## config.mk

```make
export PLATFORM = sky130hd
export DESIGN_NAME = fetch_unit
export DESIGN_NICKNAME = d
export VERILOG_FILES = /design/src/rtl/fetch_unit.sv
export SDC_FILE = /design/constraint.sdc
export NUM_CORES = 1
export LEC_CHECK = 0
export CAP_MARGIN = 20
export CORE_MARGIN = 5
export CORE_UTILIZATION = 55
export CTS_BUF_LIST = sky130_fd_sc_hd__clkbuf_4
export DETAILED_ROUTE_END_ITERATION = 10
export DONT_BUFFER_PORTS = 1
export PLACE_DENSITY_LB_ADDON = 0.2
export SLEW_MARGIN = 20
export SYNTH_ARGS = -nofsm -noshare
export SYNTH_HDL_FRONTEND = slang
export SYNTH_SLANG_ARGS = --single-unit
```

## constraint.sdc

```tcl
create_clock -name clk -period 3.4 [get_ports clk]
set_input_delay 0.51 -clock clk [delete_from_list [all_inputs] [get_ports clk]]
set_output_delay 0.51 -clock clk [all_outputs]
set_load 0.005 [all_outputs]
```

## src/rtl/fetch_unit.sv

```systemverilog
// rtl/fetch_unit.sv - instruction fetch stage: imem req/ack fetcher feeding a prefetch queue to decode
// Handles execute redirects (with squash of an in-flight request), HALT detection and decode stalls.
module fetch_unit #(
  parameter int unsigned DEPTH     = 2,
  parameter logic [15:0] RESET_PC  = 16'h0000,
  parameter logic [15:0] NOP_INSTR = 16'h0800
) (
  input  logic        clk,
  input  logic        rst,
  input  logic        redirect,
  input  logic [15:0] redirect_pc,
  input  logic        stall,
  output logic        imem_req,
  output logic [15:0] imem_addr,
  input  logic        imem_ack,
  input  logic [15:0] imem_rdata,
  output logic [15:0] instr,
  output logic [15:0] nextPC,
  output logic        out_valid,
  output logic        halted
);

  localparam int unsigned PW = $clog2(DEPTH);
  localparam int unsigned CW = PW + 1;

  typedef enum logic [1:0] {
    S_IDLE,
    S_BUSY,
    S_HALT
  } state_t;

  state_t          r_state;
  logic [15:0]     r_pc;
  logic            r_squash;
  logic            r_req;
  logic [15:0]     r_addr;
  logic            r_halted;
  logic [15:0]     r_q_instr [DEPTH];
  logic [15:0]     r_q_npc   [DEPTH];
  logic [PW-1:0]   r_wr_ptr;
  logic [PW-1:0]   r_rd_ptr;
  logic [CW-1:0]   r_count;

  logic            w_valid;
  logic            w_pop;
  logic            w_ack;
  logic            w_push;
  logic            w_is_halt;
  logic            w_room;
  logic [15:0]     w_addr_inc;
  logic [CW-1:0]   w_count_next;

  assign w_valid    = (r_count != '0);
  assign w_pop      = w_valid && !stall && !redirect;
  assign w_ack      = (r_state == S_BUSY) && imem_ack;
  // A squashed or redirect-coincident ack never reaches the queue.
  assign w_push     = w_ack && !r_squash && !redirect;
  assign w_is_halt  = (imem_rdata[15:11] == 5'b00000);
  assign w_addr_inc = r_addr + 16'd2;

  always_comb begin
    w_count_next = r_count;
    if (redirect) begin
      w_count_next = '0;
    end else if (w_push && !w_pop) begin
      w_count_next = r_count + CW'(1);
    end else if (!w_push && w_pop) begin
      w_count_next = r_count - CW'(1);
    end
  end

  assign w_room = (w_count_next < CW'(DEPTH));

  always_ff @(posedge clk) begin
    if (w_push) begin
      r_q_instr[r_wr_ptr] <= imem_rdata;
      r_q_npc[r_wr_ptr]   <= w_addr_inc;
    end
  end

  always_ff @(posedge clk or negedge rst) begin
    if (!rst) begin
      r_wr_ptr <= '0;
      r_rd_ptr <= '0;
      r_count  <= '0;
    end else begin
      r_count <= w_count_next;
      if (redirect) begin
        r_wr_ptr <= '0;
        r_rd_ptr <= '0;
      end else begin
        if (w_push) r_wr_ptr <= r_wr_ptr + PW'(1);
        if (w_pop)  r_rd_ptr <= r_rd_ptr + PW'(1);
      end
    end
  end

  always_ff @(posedge clk or negedge rst) begin
    if (!rst) begin
      r_state  <= S_IDLE;
      r_pc     <= RESET_PC;
      r_squash <= 1'b0;
      r_req    <= 1'b0;
      r_addr   <= 16'h0000;
      r_halted <= 1'b0;
    end else if (redirect) begin
      r_pc     <= redirect_pc;
      r_halted <= 1'b0;
      case (r_state)
        S_BUSY: begin
          if (imem_ack) begin
            r_state  <= S_IDLE;
            r_req    <= 1'b0;
            r_squash <= 1'b0;
          end else begin
            // Keep the old address on the bus; its data is dropped when it lands.
            r_squash <= 1'b1;
          end
        end
        default: begin
          r_state <= S_IDLE;
          r_req   <= 1'b0;
        end
      endcase
    end else begin
      case (r_state)
        S_IDLE: begin
          if (w_room && !r_halted) begin
            r_state <= S_BUSY;
            r_req   <= 1'b1;
            r_addr  <= r_pc;
          end
        end
        S_BUSY: begin
          if (imem_ack) begin
            if (r_squash) begin
              r_squash <= 1'b0;
              if (w_room) begin
                r_addr <= r_pc;
              end else begin
                r_state <= S_IDLE;
                r_req   <= 1'b0;
              end
            end else begin
              r_pc <= w_addr_inc;
              if (w_is_halt) begin
                r_state  <= S_HALT;
                r_req    <= 1'b0;
                r_halted <= 1'b1;
              end else if (w_room) begin
                r_addr <= w_addr_inc;
              end else begin
                r_state <= S_IDLE;
                r_req   <= 1'b0;
              end
            end
          end
        end
        S_HALT: begin
          r_req <= 1'b0;
        end
        default: begin
          r_state <= S_IDLE;
          r_req   <= 1'b0;
        end
      endcase
    end
  end

  assign imem_req  = r_req;
  assign imem_addr = r_addr;
  assign halted    = r_halted;
  assign out_valid = w_valid;
  assign instr     = w_valid ? r_q_instr[r_rd_ptr] : NOP_INSTR;
  assign nextPC    = w_valid ? r_q_npc[r_rd_ptr]   : 16'h0000;

endmodule

```

Yosys cells after proc, flatten, opt, wreduce, memory -nomap -nowiden
Memory sizes are Yosys's and may differ from the RTL's.
Cells that the tools add are included.
{"block": "classes", "addsub": 5, "bitwise_logic": 1, "n_reduce_logical": 29, "eq_ne": 9, "mux": 49, "magnitude_cmp": 1}
{"cell": "$mux 16", "n": 12}
{"cell": "$pmux 16 s2", "n": 1}
{"cell": "$mux 1", "n": 23}
{"cell": "$mux 2", "n": 11}
{"cell": "$add 16x2->16 const B", "n": 1}
{"cell": "$reduce_bool 2->1", "n": 7}
{"cell": "$ne 2x2->1 const B", "n": 5}
{"cell": "$logic_and 1x1->1", "n": 8}
{"cell": "$logic_not 1->1", "n": 6}
{"cell": "$ne 3x3->1 const B", "n": 2}
{"cell": "$pmux 2 s3", "n": 1}
{"cell": "$reduce_and 3->1", "n": 2}
{"cell": "$reduce_and 6->1", "n": 1}
{"cell": "$logic_not 5->1", "n": 1}
{"cell": "$reduce_and 2->1", "n": 2}
{"cell": "$reduce_and 4->1", "n": 1}
{"cell": "$add 1x1->1 const B", "n": 2}
{"cell": "$add 2x1->2 const B", "n": 1}
{"cell": "$eq 2x1->1 const B", "n": 1}
{"cell": "$eq 2x2->1 const B", "n": 1}
{"cell": "$logic_not 2->1", "n": 1}
{"cell": "$lt 2x2->1 const B", "n": 1}
{"cell": "$pmux 1 s2", "n": 1}
{"cell": "$sub 2x1->2 const B", "n": 1}
{"cell": "$not 1->1", "n": 1}
{"block": "word_totals", "input_bits": 37, "wordCells": 105, "ff_bits": 41, "ram_bits": 64, "out_inout_bits": 51, "memories": 2}
{"memory": "r_q_instr", "words": 2, "width": 16, "read_ports": 1, "rd_clocked_by_memory_dff": 0, "write_ports": 1, "line": "38", "source": "logic [15:0] r_q_instr [DEPTH];"}
{"memory": "r_q_npc", "words": 2, "width": 16, "read_ports": 1, "rd_clocked_by_memory_dff": 0, "write_ports": 1, "line": "39", "source": "logic [15:0] r_q_npc [DEPTH];"}

Logic depth before layout (Yosys ltp)
{"block": "logic_depth", "ltp_word": 16, "mapped_depth": 9, "mapped_depth_nobuf": 7}

Worst setup path before layout
Ideal clock, no wire load.
{"block": "synth_path", "kind": "register to register", "startpoint": "register r_state[1]", "endpoint": "memory r_q_instr[0][0], enable pin", "n_path_buf": 3, "setup_slack_ps": -309, "synth_period_minus_slack_ps": 3709, "setup_time_ps": 461, "required_time_ps": 2939, "stages_incl_launch_ff": 6, "t_arrival_ps": 3248, "path_cell_list": "dfrtp_1 -> buf_6 -> nand4bb_1 -> buf_2 -> clkbuf_1 -> nor3_1"}
{"block": "synth_between", "elab_chain_cells": 6}
{"item": "start: declaration", "line": "32", "source": "state_t r_state;"}
{"item": "start signal: assignment", "line": "100", "source": "r_state <= S_IDLE;"}
{"item": "start signal: assignment", "line": "112", "source": "r_state <= S_IDLE;"}
{"item": "start signal: assignment", "line": "121", "source": "r_state <= S_IDLE;"}
{"item": "$eq 2x1->1", "line": "55", "source": "assign w_ack = (r_state == S_BUSY) && imem_ack;"}
{"item": "$logic_and 1x1->1", "line": "55"}
{"item": "$logic_and 1x1->1 (2 in series)", "line": "57", "source": "assign w_push = w_ack && !r_squash && !redirect;"}
{"item": "$mux 1", "line": "75", "source": "if (w_push) begin"}
{"item": "$mux 1 (implied by the code)", "line": "76", "source": "r_q_instr[r_wr_ptr] <= imem_rdata;"}
{"item": "end: declaration", "line": "38"}
Every way passes these cells.

Worst setup path in the final report
{"block": "layout_path", "startpoint": "register r_state[1]", "endpoint": "register r_addr[3] (netlist: imem_addr[3])"}
{"block": "layout_between", "elab_chain_cells": 13, "word_cells_on_any_way": 20, "classes_between": "order compare (1); eq/ne (5); mux (4); reduce/logical (10)"}
{"item": "$eq 2x1->1", "line": "55, 126"}
{"item": "$logic_and 1x1->1", "line": "55"}
{"item": "$logic_and 1x1->1 (2 in series)", "line": "57"}
{"item": "$logic_not 1->1", "line": "67", "source": "end else if (!w_push && w_pop) begin"}
{"item": "$logic_and 1x1->1", "line": "67"}
{"item": "$mux 2", "line": "67"}
{"item": "$mux 2", "line": "65", "source": "end else if (w_push && !w_pop) begin"}
{"item": "$mux 2", "line": "63", "source": "if (redirect) begin"}
{"item": "$lt 2x2->1", "line": "72", "source": "assign w_room = (w_count_next < CW'(DEPTH));"}
{"item": "$logic_and 1x1->1", "line": "128", "source": "if (w_room && !r_halted) begin"}
{"item": "$ne 2x2->1 (no source line)"}
{"item": "$reduce_and 6->1 (no source line)"}
{"item": "end signal: assignment", "line": "131", "source": "r_addr <= r_pc;"}
{"item": "end signal: assignment", "line": "139", "source": "r_addr <= r_pc;"}
{"item": "end signal: assignment", "line": "151", "source": "r_addr <= w_addr_inc;"}
{"item": "end: declaration", "line": "36", "source": "logic [15:0] r_addr;"}
Several ways; a longest one is shown, not always the timed one.
A chain may end at the register's enable or synchronous reset.

==> flow_summary.json <==
{
  "drive_gt1_share_pct": 10.1,
  "clock-sinks": 105,
  "grt_max_degree": 42,
  "path_clk_slew_ps": 150,
  "vias": 3042,
  "maxClockFrequency_mhz": 417,
  "avgSynthCellArea_sq_um": 11.9,
  "cp-end-kind": "register",
  "initial_core_util_pct": 56.2,
  "nets": 441,
  "cp_common_cell": "buf_4",
  "status": "finished, final reports clean",
  "drt_pass1_iterations": 4,
  "slowest_delay_ps": 510,
  "preCtsSetupSlack_ps": 881,
  "io_pins": 88,
  "power.leakage_nw": 1.87,
  "syn_area_sq_um": 4870,
  "synth_cell_type_count": 50,
  "cts_tree": "yes",
  "routabilityCongestion": 0.895,
  "post-route-util_pct": 59.0,
  "setup_viol": 0,
  "cts_buffers": 9,
  "rrSetupSlack_ps": 1000,
  "fillers": 739,
  "layout_min_cycle_time_ps": 2400,
  "grt_antenna_before_repair": 0,
  "area.sequential_sq_um": 2950,
  "overflow": 0,
  "die_w_um": 104,
  "multi_input_area_sq_um": 1760,
  "synthCells": 408,
  "place_hpwl_um": 6770,
  "crit_family": "compound AO/OA/AOI/OAI gates",
  "viasPerCell": 5.91,
  "setup-tns-final_ps": 0,
  "syn_nets": 447,
  "maxCapViolCount": 0,
  "synth_warnings": 0,
  "worst-path-buf-inv": 2,
  "grtUsageTotal_pct": 18.8,
  "ys_ff_latch": 105,
  "fin_ws_ps": 1000,
  "final_common_cell": "edfxtp_1",
  "slew_violations": 0,
  "portBuffers": 0,
  "core_sq_um": 8680,
  "slew-limit-headroom_pct": 36.4,
  "fin_crit_sh_pct": 70.6,
  "worst_slew_pin_slew_ps": 953,
  "slowest_stage": "dfrtp_1",
  "die_area_sq_um": 10800,
  "drc": 0,
  "syn_to_final_growth_pct": 4.98,
  "peakVddDrop_mv": 0.392,
  "cts_buffer_depth": 2,
  "rows": 34,
  "rsz0062_at_grt": "no",
  "clock-root-buffer": "clkbuf_4",
  "path_cells": "nand4bb_1, buf_4, o21a_1, o31ai_4, buf_4, a21o_4, mux2_2",
  "diodes": 0,
  "ant_nets": 0,
  "worst_ep_required_time_ps": 3750,
  "wire_per_inst_um": 19.2,
  "hold_viol_final": 0,
  "layout_common_cells": "64 x edfxtp_1, 60 x nor2_1, 40 x mux2i_1, 40 x dfrtp_1, 30 x nand2_1",
  "crit_type": "reg -> reg",
  "die_h_um": 104,
  "clkLatencyLatePin_ps": 450,
  "yosysSeqAreaShare_pct": 60.5,
  "grt_pass1_vias": 3150,
  "hold_path.class": "in -> reg",
  "routed_wirelength_um": 9880,
  "htreeDepth": 3,
  "grt_pass1_wl_um": 16500,
  "critPathLaunchType": "register",
  "drt_iter0_markers": 134,
  "finClkSkew_ps": 19.3,
  "post_cts_resize_count": 0,
  "powerDensity_nw_per_um2": 814,
  "cp_data_arrival_time_ps": 2750,
  "fin_hold_ws_ps": 114,
  "path_max_fanout": 15
}
[cell usage after synthesis (all sizes together)]
cell / n / share of area [%]
edfxtp: 64 / 39
nor2: 61 / 4.7
dfrtp: 41 / 21
a2bb2oi: 1 / 0.31
a21oi: 12 / 1.2
a221oi: 3 / 0.67
o21a: 1 / 0.15
nand2b: 1 / 0.13
clkbuf: 18 / 1.4
xor2: 9 / 1.6
a21o: 1 / 0.31
o21ai: 17 / 1.7
and2: 2 / 0.26
mux2i: 40 / 8.2
nand3: 6 / 0.62
mux2: 5 / 1.2
o31ai: 2 / 0.59
a221o: 6 / 1.2
xnor2: 8 / 1.4
inv: 12 / 0.92
nand2: 30 / 2.3
buf: 9 / 1.3
nor4: 4 / 0.95
o22ai: 2 / 0.26
nor3: 4 / 0.41
ha: 2 / 0.51
nand4: 1 / 0.13
or3: 2 / 0.26
o2bb2ai: 1 / 0.18
or4: 1 / 0.15
nor2b: 3 / 0.39
a2111oi: 1 / 0.31
o211ai: 2 / 0.31
o2111ai: 1 / 0.18
or2: 1 / 0.13
and3b: 1 / 0.18
a211oi: 6 / 0.92
o22a: 7 / 1.3
and3: 9 / 1.2
a31oi: 9 / 1.2
o31a: 1 / 0.18
nand4bb: 1 / 0.23
[final cells by class]
class / count / share of cell area [%]
timing repair buffer: 10 / 1.91
tap: 108 / 2.64
sequential: 105 / 57.6
clock inverter: 6 / 1.00
clock buffer: 10 / 1.47
inverter: 12 / 0.880
multi-input combinational: 264 / 34.5
[worst paths after layout]
path                       cells past startpoint  startpoint      endpoint
setup / recovery                               7  r_state[1]  imem_addr[3]
hold / removal                                 1    redirect        halted
setup reg to reg                               7  r_state[1]  imem_addr[3]
hold reg to reg                                1     r_pc[0]  imem_addr[0]
max in group asynchronous                      2         rst      r_rd_ptr
min in group asynchronous                      2         rst  imem_addr[2]
[power breakdown]
group          switching (mW)  internal [mW]
logic                   0.943          0.647
clock network           0.426          0.168
registers               0.321           1.66
total                    1.69           2.48
[through the flow]
step	area [sq um]	instances	total power, mW
6_report	5120	515	4.17
5_1_grt	5120	515	4.47
4_1_cts	5120	515	4.22
3_5_place_dp	4950	497	3.61
3_3_place_gp	4950	497	3.57
2_1_floorplan	4880	408	3.23
[routing by layer]
| layer | vias to the layer above | GRT usage (%) | wire [um] |
|---|---|---|---|
| met5 | - | 0 | 0 |
| met4 | 0 | 5.37 | 85 |
| met3 | 9 | 6.27 | 791 |
| met2 | 79 | 29.4 | 4690 |
| met1 | 1493 | 25.1 | 4310 |
| li1 | 1461 | - | - |
[flip-flops by register name (all words and copies together), names as in the netlist]
signal	count
r_q_instr	32
r_q_npc	32
imem_addr	16
r_pc	16
r_count	2
r_state	2
halted	1
imem_req	1
r_rd_ptr	1
r_squash	1
r_wr_ptr	1
[kinds of logic (layout without fill, tap and decap cells)]
logic type      count (synthesis)  after routing  synth area share (%)
flops                         105            105                  60.5
buf+inv                        39             38                  3.57
xor+xnor                       17             17                  3.05
compound gates                 73             73                  11.0
fa+ha+maj                       2              2                 0.513
simple gates                  127            127                  12.0
mux                            45             45                  9.37
[timing repair]
item                       in CTS  in global routing
setup endpoints to repair       0                  0
buffers inserted                0                  0
hold endpoints to repair       41                  0
hold buffers                    2                  0
Power figures use the tool's default switching activity.
